===== src/rtl/btn_debounce_if.sv =====
// btn_debounce_if: button-side signal bundle for btn_debounce.
//  master: the button source / consumer of the debounced level.
//  slave : the debouncer itself.
// Optional feature macro: BTN_DEBOUNCE_GLITCH_CNT_EN adds glitch_cnt[7:0].
interface btn_debounce_if;
    logic       in;
    logic       db_out;
    logic       busy;
`ifdef BTN_DEBOUNCE_GLITCH_CNT_EN
    logic [7:0] glitch_cnt;

    modport master (
        output in,
        input  db_out,
        input  busy,
        input  glitch_cnt
    );

    modport slave (
        input  in,
        output db_out,
        output busy,
        output glitch_cnt
    );
`else
    modport master (
        output in,
        input  db_out,
        input  busy
    );

    modport slave (
        input  in,
        output db_out,
        output busy
    );
`endif
endinterface


===== src/rtl/btn_debounce.sv =====
// btn_debounce: turns a raw, asynchronous push-button into a clean level.
//  - 2-flop synchronizer (optionally inverting for buttons wired to GND)
//  - free-running sample-tick prescaler (TICK_DIV clk cycles per tick)
//  - 4-state debounce FSM: a new level must hold for STABLE_TICKS ticks;
//    any cycle showing the old level aborts the wait immediately.
// Optional feature macro: BTN_DEBOUNCE_GLITCH_CNT_EN adds a saturating
// count of aborted waits on btn.glitch_cnt for bounce characterization.
module btn_debounce #(
    parameter int unsigned TICK_DIV      = 100_000,
    parameter int unsigned STABLE_TICKS  = 20,
    parameter bit          ACTIVE_LOW_IN = 1'b0
) (
    input  logic          clk,
    input  logic          reset_n,
    btn_debounce_if.slave btn
);

    localparam int unsigned TickW   = $clog2(TICK_DIV);
    localparam int unsigned StableW = $clog2(STABLE_TICKS + 1);

    localparam logic [TickW-1:0]   TickMax    = TickW'(TICK_DIV - 1);
    // Reaching this count on a tick means counter+1 == STABLE_TICKS.
    localparam logic [StableW-1:0] StableLast = StableW'(STABLE_TICKS - 1);

    typedef enum logic [1:0] {
        StIdleLow,
        StWaitHigh,
        StIdleHigh,
        StWaitLow
    } state_e;

    logic               s1_q;
    logic               s2_q;
    logic [TickW-1:0]   tick_cnt_q;
    logic [TickW-1:0]   tick_cnt_d;
    logic               tick;
    state_e             state_q;
    state_e             state_d;
    logic [StableW-1:0] stable_q;
    logic [StableW-1:0] stable_d;
    logic               abort;
    logic               db_out_q;
    logic               db_out_d;
    logic               busy_q;
    logic               busy_d;

    // Synchronizer: inversion applied at the first flop so s2 is active-high.
    always_ff @(posedge clk or negedge reset_n) begin
        if (!reset_n) begin
            s1_q <= 1'b0;
            s2_q <= 1'b0;
        end else begin
            s1_q <= btn.in ^ ACTIVE_LOW_IN;
            s2_q <= s1_q;
        end
    end

    // Prescaler next count: wraps at TICK_DIV-1, never restarted by the FSM.
    always_comb begin
        tick       = (tick_cnt_q == TickMax);
        tick_cnt_d = tick ? '0 : tick_cnt_q + 1'b1;
    end

    // Prescaler register.
    always_ff @(posedge clk or negedge reset_n) begin
        if (!reset_n) begin
            tick_cnt_q <= '0;
        end else begin
            tick_cnt_q <= tick_cnt_d;
        end
    end

    // FSM state and stable-tick counter register.
    always_ff @(posedge clk or negedge reset_n) begin
        if (!reset_n) begin
            state_q  <= StIdleLow;
            stable_q <= '0;
        end else begin
            state_q  <= state_d;
            stable_q <= stable_d;
        end
    end

    // FSM next state: reverts are checked every cycle and win over a tick.
    always_comb begin
        state_d  = state_q;
        stable_d = stable_q;
        abort    = 1'b0;
        unique case (state_q)
            StIdleLow: begin
                if (s2_q) begin
                    state_d  = StWaitHigh;
                    stable_d = '0;
                end
            end
            StWaitHigh: begin
                if (!s2_q) begin
                    state_d  = StIdleLow;
                    stable_d = '0;
                    abort    = 1'b1;
                end else if (tick) begin
                    if (stable_q == StableLast) begin
                        state_d  = StIdleHigh;
                        stable_d = '0;
                    end else begin
                        stable_d = stable_q + 1'b1;
                    end
                end
            end
            StIdleHigh: begin
                if (!s2_q) begin
                    state_d  = StWaitLow;
                    stable_d = '0;
                end
            end
            StWaitLow: begin
                if (s2_q) begin
                    state_d  = StIdleHigh;
                    stable_d = '0;
                    abort    = 1'b1;
                end else if (tick) begin
                    if (stable_q == StableLast) begin
                        state_d  = StIdleLow;
                        stable_d = '0;
                    end else begin
                        stable_d = stable_q + 1'b1;
                    end
                end
            end
        endcase
    end

    // FSM outputs: decoded from the next state so the registered copies
    // change on the same edge as the state transition.
    always_comb begin
        db_out_d = (state_d == StIdleHigh) || (state_d == StWaitLow);
        busy_d   = (state_d == StWaitHigh) || (state_d == StWaitLow);
    end

    // Output registers.
    always_ff @(posedge clk or negedge reset_n) begin
        if (!reset_n) begin
            db_out_q <= 1'b0;
            busy_q   <= 1'b0;
        end else begin
            db_out_q <= db_out_d;
            busy_q   <= busy_d;
        end
    end

    assign btn.db_out = db_out_q;
    assign btn.busy   = busy_q;

`ifdef BTN_DEBOUNCE_GLITCH_CNT_EN
    logic [7:0] glitch_cnt_q;

    // Abort counter: one count per WAIT -> same-level IDLE, saturating.
    always_ff @(posedge clk or negedge reset_n) begin
        if (!reset_n) begin
            glitch_cnt_q <= 8'h00;
        end else if (abort && (glitch_cnt_q != 8'hFF)) begin
            glitch_cnt_q <= glitch_cnt_q + 8'h01;
        end
    end

    assign btn.glitch_cnt = glitch_cnt_q;
`else
    logic unused_abort;
    assign unused_abort = abort;
`endif

endmodule


===== src/flat_wrapper.sv =====
// flat-port wrapper written by rule: the top's interface ports become plain ports
module btn_debounce_flat 
#(
    parameter int unsigned TICK_DIV      = 100_000,
    parameter int unsigned STABLE_TICKS  = 20,
    parameter bit          ACTIVE_LOW_IN = 1'b0
)
  (clk, reset_n, btn_in, btn_db_out, btn_busy);
  btn_debounce_if btn_i ();
  input  logic clk;
  input  logic reset_n;
  input wire logic [$bits(btn_i.in)-1:0] btn_in;
  output wire logic [$bits(btn_i.db_out)-1:0] btn_db_out;
  output wire logic [$bits(btn_i.busy)-1:0] btn_busy;
  assign btn_i.in = btn_in;
  assign btn_db_out = btn_i.db_out;
  assign btn_busy = btn_i.busy;
  btn_debounce #(.TICK_DIV(TICK_DIV), .STABLE_TICKS(STABLE_TICKS), .ACTIVE_LOW_IN(ACTIVE_LOW_IN)) u_core (.clk(clk), .reset_n(reset_n), .btn(btn_i));
endmodule

===== config.mk =====
export PLATFORM = sky130hd
export DESIGN_NAME = btn_debounce_flat
export DESIGN_NICKNAME = d
export VERILOG_FILES = /design/src/rtl/btn_debounce_if.sv /design/src/rtl/btn_debounce.sv /design/src/flat_wrapper.sv
export SDC_FILE = /design/constraint.sdc
export NUM_CORES = 1
export LEC_CHECK = 0
export ABC_CLOCK_PERIOD_IN_PS = 1900
export CELL_PAD_IN_SITES_DETAIL_PLACEMENT = 0
export CELL_PAD_IN_SITES_GLOBAL_PLACEMENT = 1
export CORE_AREA = 2 2 60 62
export DETAILED_ROUTE_END_ITERATION = 7
export DIE_AREA = 0 0 62 64
export HOLD_SLACK_MARGIN = 0.02
export PLACE_DENSITY_LB_ADDON = 0.1
export SLEW_MARGIN = 20
export SYNTH_ARGS = -nofsm -noshare
export SYNTH_HDL_FRONTEND = slang
export SYNTH_SLANG_ARGS = --single-unit
export TNS_END_PERCENT = 1

===== constraint.sdc =====
create_clock -name clk -period 1.9 [get_ports clk]
set_clock_uncertainty 0.05 [all_clocks]
set_input_delay 0.38 -clock clk [delete_from_list [all_inputs] [get_ports clk]]
set_output_delay 0.38 -clock clk [all_outputs]
set_load 0.005 [all_outputs]

---- Word-level counts from Yosys, hierarchy flattened ----
Cells that the tools add are included.
storage, ports and cells
  register bits ........................... 28
  bits in latches ......................... 0
  bits in writable memories ............... 0
  ROM bits ................................ 0
  input bits .............................. 3
  output and inout port bits .............. 2
  memories ................................ 0
operators by class
  add/sub/neg operators ................... 2
  $mul .................................... 0
  div/mod/pow operators ................... 0
  order comparisons ....................... 0
  equal/unequal tests ..................... 10
  shift-type cells ........................ 0
  muxes and demuxes ....................... 17
  bitwise gates (word level) .............. 0
  reduce and logical (&&, ||, !) cells .... 4
operators by type and width
  kind                                                  count
  2-to-1 mux 5 bit                                      6
  case mux 5 bit (4 select lines)                       1
  adder 17 x 1 -> 17 bit (second input constant)        1
  equality test 17 bit (second input constant)          1
  2-to-1 mux 17 bit                                     1
  2-to-1 mux 2 bit                                      8
  equality test 2 bit (second input constant)           4
  case mux 2 bit (4 select lines)                       1
  adder 5 x 1 -> 5 bit (second input constant)          1
  equality test 5 bit (second input constant)           1
  equality test 2 x 1 -> 1 bit (second input constant)  2
  zero test 2 bit                                       1
  logical OR 1 bit                                      2
  != test 2 x 1 -> 1 bit (second input constant)        1
  != test 2 bit (second input constant)                 1
  AND reduction 2 bit                                   1

---- Logic depth before layout (Yosys ltp) ----
Gate-level depths: netlist of run 1.
  depth in word-level cells ............... 7
  depth in mapped cells ................... 6

---- Least setup slack after synthesis of run 1 ----
No wires, ideal clock.
  path type ............................... register to register
  start ................................... register u_core.tick_cnt_q[0]
  end ..................................... register u_core.db_out_q, in the netlist u_core.btn.db_out
  setup time .............................. 125 ps
  arrival ................................. 1,876 ps
  required time ........................... 1,725 ps
  slack ................................... -151 ps
  stages on the path, launching flop included .. 6
  buffers on the path ..................... 0
  cells stage by stage .................... dfrtp_1 ha_1 nand4_1 nor4_4 and3_1 mux2_2
between the ends
  cells in the longest elaborated chain, start to end .. 6
ends and longest elaborated chain
  element                              line                                      RTL
  start: declaration                   btn_debounce.sv:34                        logic [TickW-1:0] tick_cnt_q;
  start signal: assignment             btn_debounce.sv:69                        tick_cnt_q <= tick_cnt_d;
  equality test 17 bit (*)             btn_debounce.sv:60                        tick = (tick_cnt_q == TickMax);
  2-to-1 mux 2 bit (on tied branches)  btn_debounce.sv:121, btn_debounce.sv:101
  2-to-1 mux 2 bit (on tied branches)  btn_debounce.sv:117, btn_debounce.sv:97
  case mux 2 bit (4 select lines) (*)  btn_debounce.sv:89                        unique case (state_q)
  equality test 2 bit                  btn_debounce.sv:136                       db_out_d = (state_d == StIdleHigh) || (state_d == StWaitLow);
  logical OR 1 bit (*)                 btn_debounce.sv:136
  named net u_core.db_out_d            btn_debounce.sv:43                        logic db_out_d;
  end signal: assignment               btn_debounce.sv:146                       db_out_q <= db_out_d;
  end: declaration                     btn_debounce.sv:42                        logic db_out_q;
Mark *: on every way through the listed nets, which the timed path passes. The rest lies on a longest branch.
A chain may end at the register's enable or synchronous reset.

---- Final worst setup path of run 1 ----
  start ................................... register u_core.tick_cnt_q[13]
  end ..................................... register u_core.db_out_q, in the netlist u_core.btn.db_out
The elaborated chain is that of the path after synthesis.

==> impl_metrics.json, run 1 <==
{
  "status": "finished with violations",
  "violations": "setup timing",
  "ant_nets": 0,
  "wl_per_cell_um": 13.59,
  "place_congestion": 0.7814,
  "cts_buffer_depth": 2,
  "ys_ff_latch": 27,
  "hold_viol_final": 0,
  "syn-num-nets": 133,
  "cts_hold_buf": 0,
  "rsz0062_at_grt": "yes",
  "rr_endpoint": "u_core.btn.db_out",
  "p_leak_nw": 0.7637,
  "grt_start_max_net_pins": 28,
  "ys_top_cells_by_area": "dfrtp_1, xnor2_1, nor2_1, nand4_1, xor2_1",
  "cp-startpoint": "u_core.tick_cnt_q[13]",
  "start_util_pct": 41.60,
  "fin_tns_setup_ps": -60.83,
  "relSlewSlack_pct": 76.80,
  "synth.distinct_cells": 35,
  "hp-class": "reg -> reg",
  "dp_slack_ps": -48.51,
  "yosysTopAreaCellShare_pct": 49.45,
  "core_area_mm2": 0.003284,
  "routed_wl_um": 2785,
  "tightest_slew_ps": 343.4,
  "synth_top_area_cell": "dfrtp_1",
  "n_antenna_cell": 0,
  "crit_required_ps": 2090,
  "fin_crit_sh_pct": 101.7,
  "worstSkewPairLatency_ps": 340,
  "synth_ff_type": "dfrtp_1",
  "end_kind": "register",
  "rr_startpoint": "u_core.tick_cnt_q[13]",
  "grt_pass1_wl_um": 4767,
  "drv_cap": 0,
  "reg2reg_depth": 4,
  "slew_violations": 0,
  "yosysSeqAreaShare_pct": 49.45,
  "crit_chain": "or4b_4, nor4_4, and3_4, mux2_4",
  "nFillCells": 316,
  "multiInputGateArea_um2": 715.7,
  "synthCells": 128,
  "fmax_mhz": 517.5,
  "die_w_um": 62,
  "cts_buffers": 3,
  "ios": 5,
  "area_delta_synth_final_pct": 26.37,
  "stdcell_area_mm2": 0.001727,
  "postSynth.asyncResetShare_pct": 100.0,
  "antenna_found_initial": 0,
  "syn_avg_cell_area_um2": 10.67,
  "vdd_drop_max_mv": 0.2848,
  "critPathSlowestCell": "or4b_4",
  "finalCriticalPeriod_ps": 1932,
  "grt_pass1_vias": 1053,
  "dpl_cell_area_mm2": 0.001614,
  "first_pass_iters": 4,
  "max_stage_delay_ps": 550,
  "vias_per_cell": 5.180,
  "drc_errors": 0,
  "cts_tree": "built",
  "numPortBuffers": 4,
  "ff2ff_setup_slack_ps": -30,
  "first_iter_violations": 51,
  "layout_commonest_cell": "dfrtp_1",
  "core.rowCount": 21,
  "nNetsFinal": 165,
  "grt-ovfl-total": 0,
  "die_area_mm2": 0.003968,
  "syn_area_mm2": 0.001366,
  "final-setup-viol-count": 2,
  "layout_setup_ws_ps": -32.37,
  "synth_edf_count": 0,
  "worstSetupPathType": "reg -> reg",
  "htree_levels": 1,
  "num_vias": 1062,
  "cp.arrival_ps": 2130,
  "hold_ws_ps": 320.6,
  "drive_gt1_share_pct": 27.04,
  "register_area_um2": 676.9,
  "clockRootBuffer": "clkbuf_4",
  "fp.dieH_um": 64,
  "layout_common_cells": "dfrtp_1, buf_4, nor2_1",
  "track_usage_pct": 16.11,
  "powerDensity_mw_per_mm2": 503.7,
  "endpoint": "u_core.btn.db_out",
  "yosys_warnings": 0,
  "path_max_fanout": 3,
  "cts_sinks": 27,
  "dp.final_hpwl_um": 2005,
  "start_kind": "register",
  "cts.clk_slew.worst_paths_ps": 160
}
-- layer usage --
metal / track usage (%) / share of wire [%] / up-vias
li1: - / - / 526
met1: 22.47 / 45 / 529
met2: 25.39 / 53 / 5
met3: 1.822 / 1.5 / 2
met4: 5.585 / 0.68 / 0
met5: 0 / 0 / -
-- synth_stat cells (2+ instances only) --
| cell | count |
|---|---|
| nor2b_1 | 4 |
| nor4_4 | 2 |
| mux2_2 | 3 |
| o22ai_1 | 2 |
| xor2_1 | 5 |
| nand2_1 | 11 |
| nor2_1 | 15 |
| and2_1 | 2 |
| nand4_1 | 7 |
| ha_1 | 2 |
| mux2i_1 | 2 |
| xnor2_1 | 9 |
| or4b_1 | 2 |
| dfrtp_1 | 27 |
| nor3_1 | 3 |
| nand3_1 | 8 |
| a21oi_1 | 2 |
| a32oi_1 | 3 |
| o21ai_0 | 3 |
-- through the flow --
step	power (mW)	cells	utilization (%)
3_5_place_dp	0.6206	196	49.14
4_1_cts	0.8867	203	51.05
5_1_grt	0.9201	205	52.57
2_1_floorplan	0.5985	128	-
3_3_place_gp	0.6201	196	49.14
6_report	0.8698	205	52.57
-- layout make-up --
cell class                      count  area share [%]
Clock buffer                        3           1.304
Clock inverter                      1          0.4348
Inverter                            1          0.2174
Multi-Input combinational cell     98           41.45
Sequential cell                    27           39.20
Tap cell                           46           3.333
Timing Repair Buffer               29           14.06
-- sequential cells by signal, summed over array words and instances, names as in the netlist --
signal / count
u_core.btn.db_out: 1
u_core.s1_q: 1
u_core.s2_q: 1
u_core.btn.busy: 1
u_core.state_q: 1
u_core.tick_cnt_q: 17
u_core.stable_q: 5
-- worst min-delay path by stage --
stage | cells past startpoint | slack [ps] | start | endpoint
2_1_floorplan | 0 | 30 | reset_n | u_core.btn.busy
3_3_place_gp | 0 | 280 | u_core.s1_q | u_core.s2_q
3_5_place_dp | 0 | 290 | u_core.s1_q | u_core.s2_q
4_1_cts | 0 | 320 | u_core.s1_q | u_core.s2_q
5_1_grt | 0 | 330 | u_core.s1_q | u_core.s2_q
6_report | 0 | 320 | u_core.s1_q | u_core.s2_q
-- kinds of logic after synthesis --
group,share of synthesized area [%]
flops,49.45
simple gates,28.39
buf+inv,1.465
mux,3.938
compound gates,5.953
xor+xnor,8.975
fa+ha+maj,1.831
-- repair_timing --
item	CTS	global route
pin swaps	3	2
buffers inserted	3	2
setup endpoints to repair	4	9
gates resized for setup	3	9
-- critical path, delay by kind of cell (launching register included) --
kind             cells  cell delay, ps
and+or+nand+nor      3            1080
DFF                  1             420
muxes                1             300
-- report_power, final --
part | internal (mW) | switching (mW) | total (mW)
registers | 0.578 | 0.00390 | 0.582
logic | 0.00947 | 0.0172 | 0.0267
clock network | 0.0806 | 0.180 | 0.261
total | 0.668 | 0.201 | 0.870
No activity file was read; power rests on OpenSTA's default activity.
==> inputs of run 2 (changes only) <==
--- a/config.mk
+++ b/config.mk
@@ -8,9 +8,9 @@
 export ABC_CLOCK_PERIOD_IN_PS = 1900
 export CELL_PAD_IN_SITES_DETAIL_PLACEMENT = 0
 export CELL_PAD_IN_SITES_GLOBAL_PLACEMENT = 1
-export CORE_AREA = 2 2 60 62
+export CORE_AREA = 2 2 68 70
 export DETAILED_ROUTE_END_ITERATION = 7
-export DIE_AREA = 0 0 62 64
+export DIE_AREA = 0 0 70 72
 export HOLD_SLACK_MARGIN = 0.02
 export PLACE_DENSITY_LB_ADDON = 0.1
 export SLEW_MARGIN = 20
==> run 2 against run 1 <==
The run still ends with setup timing left. Non-clock buffer count rose by 1. First-iteration DRC count fell by 67%. Design area rose by 1.4%. Die area rose by 27%. Largest cell class unchanged. Largest power group unchanged.
==> impl_metrics.json, run 2 (synthesis gave the netlist of run 1 again) <==
{
  "first_iter_violations": 17,
  "first_pass_iters": 4,
  "hold_viol_final": 0,
  "switchingPower_uw": 204.8,
  "drv_cap": 0,
  "routed_wl_um": 3056,
  "crit_chain": "buf_6, or4_4, nor4_4, buf_4, nor2_1, mux2_4",
  "crit_required_ps": 2010,
  "worstSkewPairLatency_ps": 270,
  "numPortBuffers": 4,
  "core_area_mm2": 0.004264,
  "ant_nets": 0,
  "track_usage_pct": 12.88,
  "top_register": "u_core.tick_cnt_q",
  "reg.largest.list": "u_core.tick_cnt_q x17, u_core.stable_q x5",
  "area_delta_synth_final_pct": 28.11,
  "internal-power_uw": 735.6,
  "place_congestion": 0.7387,
  "antenna_found_initial": 0,
  "grt_pass1_vias": 1134,
  "rsz0062_at_grt": "yes",
  "slew_violations": 0,
  "wl_per_cell_um": 14.42,
  "n_antenna_cell": 0,
  "max_stage_delay_ps": 530,
  "clockPowerShare_pct": 35.3,
  "critPathBufInv": 2,
  "place_inst": 208,
  "dp_slack_ps": -85.40,
  "largest_register_ffs": 17,
  "cts_buffer_depth": 2,
  "relSlewSlack_pct": 68.74,
  "cts_buffers": 3,
  "drive_gt1_share_pct": 25.00,
  "cts_sinks": 27,
  "layout_common_cells": "dfrtp_1, buf_4, nor2_1",
  "grt_start_max_net_pins": 28,
  "nNetsFinal": 166,
  "combPwrFrac_pct": 2.9,
  "sequentialPowerShare_pct": 61.8,
  "crit_family": "simple AND/OR/NAND/NOR gates",
  "layout_setup_ws_ps": -72.42,
  "die_area_mm2": 0.005040,
  "start_kind": "register",
  "critPathSlowestCell": "or4_4",
  "fin_crit_sh_pct": 103.8,
  "ios": 5,
  "cts_setup_buffers": 0,
  "violations": "setup timing",
  "powerDensity_mw_per_mm2": 537.2,
  "layout_commonest_cell": "dfrtp_1",
  "p_leak_nw": 0.7660,
  "htree_levels": 1,
  "dp.final_hpwl_um": 2270,
  "cp.arrival_ps": 2090,
  "hp-class": "reg -> reg",
  "vias_per_cell": 5.118,
  "path_max_fanout": 3,
  "clockRootBuffer": "clkbuf_8",
  "finalPower_uw": 940.4,
  "nFillCells": 438,
  "grt-ovfl-total": 0,
  "finalCriticalPeriod_ps": 1972,
  "p_sw_share_pct": 21.78,
  "die_w_um": 70,
  "fmax_mhz": 507.0,
  "vdd_drop_max_mv": 0.2633,
  "cts_hold_buf": 0,
  "fin_tns_setup_ps": -346.1,
  "tightest_slew_ps": 462.6,
  "drc_errors": 0,
  "start_util_pct": 32.04,
  "cts.clk_slew.worst_paths_ps": 100,
  "worstSetupPathType": "reg -> reg",
  "num_vias": 1085,
  "status": "finished with violations",
  "core.rowCount": 24,
  "grt_pass1_wl_um": 5237,
  "end_kind": "register",
  "cts_tree": "built",
  "final-setup-viol-count": 6,
  "layout.cells.non_filler": 212,
  "fp.dieH_um": 72
}
## run 2: changes by cell type in the layout (fill, tap and decap cells not counted), moves of 2 or more
| cell | change |
|---|---|
| buf_6 | -2 |
| clkbuf_4 | -3 |
| buf_4 | +2 |
| clkbuf_8 | +3 |
## run 2: metrics by stage
| step | area (µm²) | utilization (%) | hold slack, ps |
|---|---|---|---|
| 6_report | 1750 | 41.05 | 321.0 |
| 5_1_grt | 1750 | 41.05 | 335.3 |
| 4_1_cts | 1732 | 40.61 | 326.9 |
| 3_5_place_dp | 1679 | 39.38 | 302.4 |
| 3_3_place_gp | 1679 | 39.38 | 288.0 |
| 2_1_floorplan | 1383 | - | 34.41 |
## run 2: worst reg2reg max path: stages, from the launching register on
cell and delay (ps):
dfrtp_1 390, buf_6 120, or4_4 530, nor4_4 290, buf_4 180, nor2_1 40, mux2_4 260
## run 2: power by group through the flow
stage	registers (mW)	clock network (mW)	logic (mW)
finish	0.581	0.332	0.0272
global route	0.582	0.375	0.0310
CTS	0.582	0.354	0.0284
detailed placement	0.593	0	0.0282
global placement	0.593	0	0.0276
floorplan	0.592	0	0.00636
## run 2: per-layer routing
metal  GRT usage, %  share of wire [%]
met5              0                  0
met4          3.846                1.8
met3          2.083                2.9
met2          22.01                 49
met1          16.98                 46
## run 2: cell type report
class	count	area [µm²]	share of cell area, %
clock inverters	1	7.507	0.4289
repair buffers	30	255.2	14.58
flip-flops and latches	27	675.6	38.60
multi-input cells	98	701.9	40.10
clock buffers	3	41.29	2.359
well taps	52	65.06	3.717
inverters	1	3.754	0.2144
## run 2: worst paths after layout
kind	from	end	slack (ps)	depth (start not counted)
min in group asynchronous	reset_n	u_core.tick_cnt_q[0]	440	2
setup reg to reg	u_core.tick_cnt_q[12]	u_core.tick_cnt_q[11]	-70	6
hold reg to reg	u_core.s1_q	u_core.s2_q	320	0
hold / removal	u_core.s1_q	u_core.s2_q	320	0
max in group asynchronous	reset_n	u_core.tick_cnt_q[5]	1090	2
setup / recovery	u_core.tick_cnt_q[12]	u_core.tick_cnt_q[11]	-70	6
## run 2: repair_timing
| item | in CTS | in global routing |
|---|---|---|
| hold endpoints to repair | 0 | 0 |
| resized for setup | 3 | 5 |
| pin swaps | 5 | 1 |
| setup endpoints to repair | 8 | 16 |
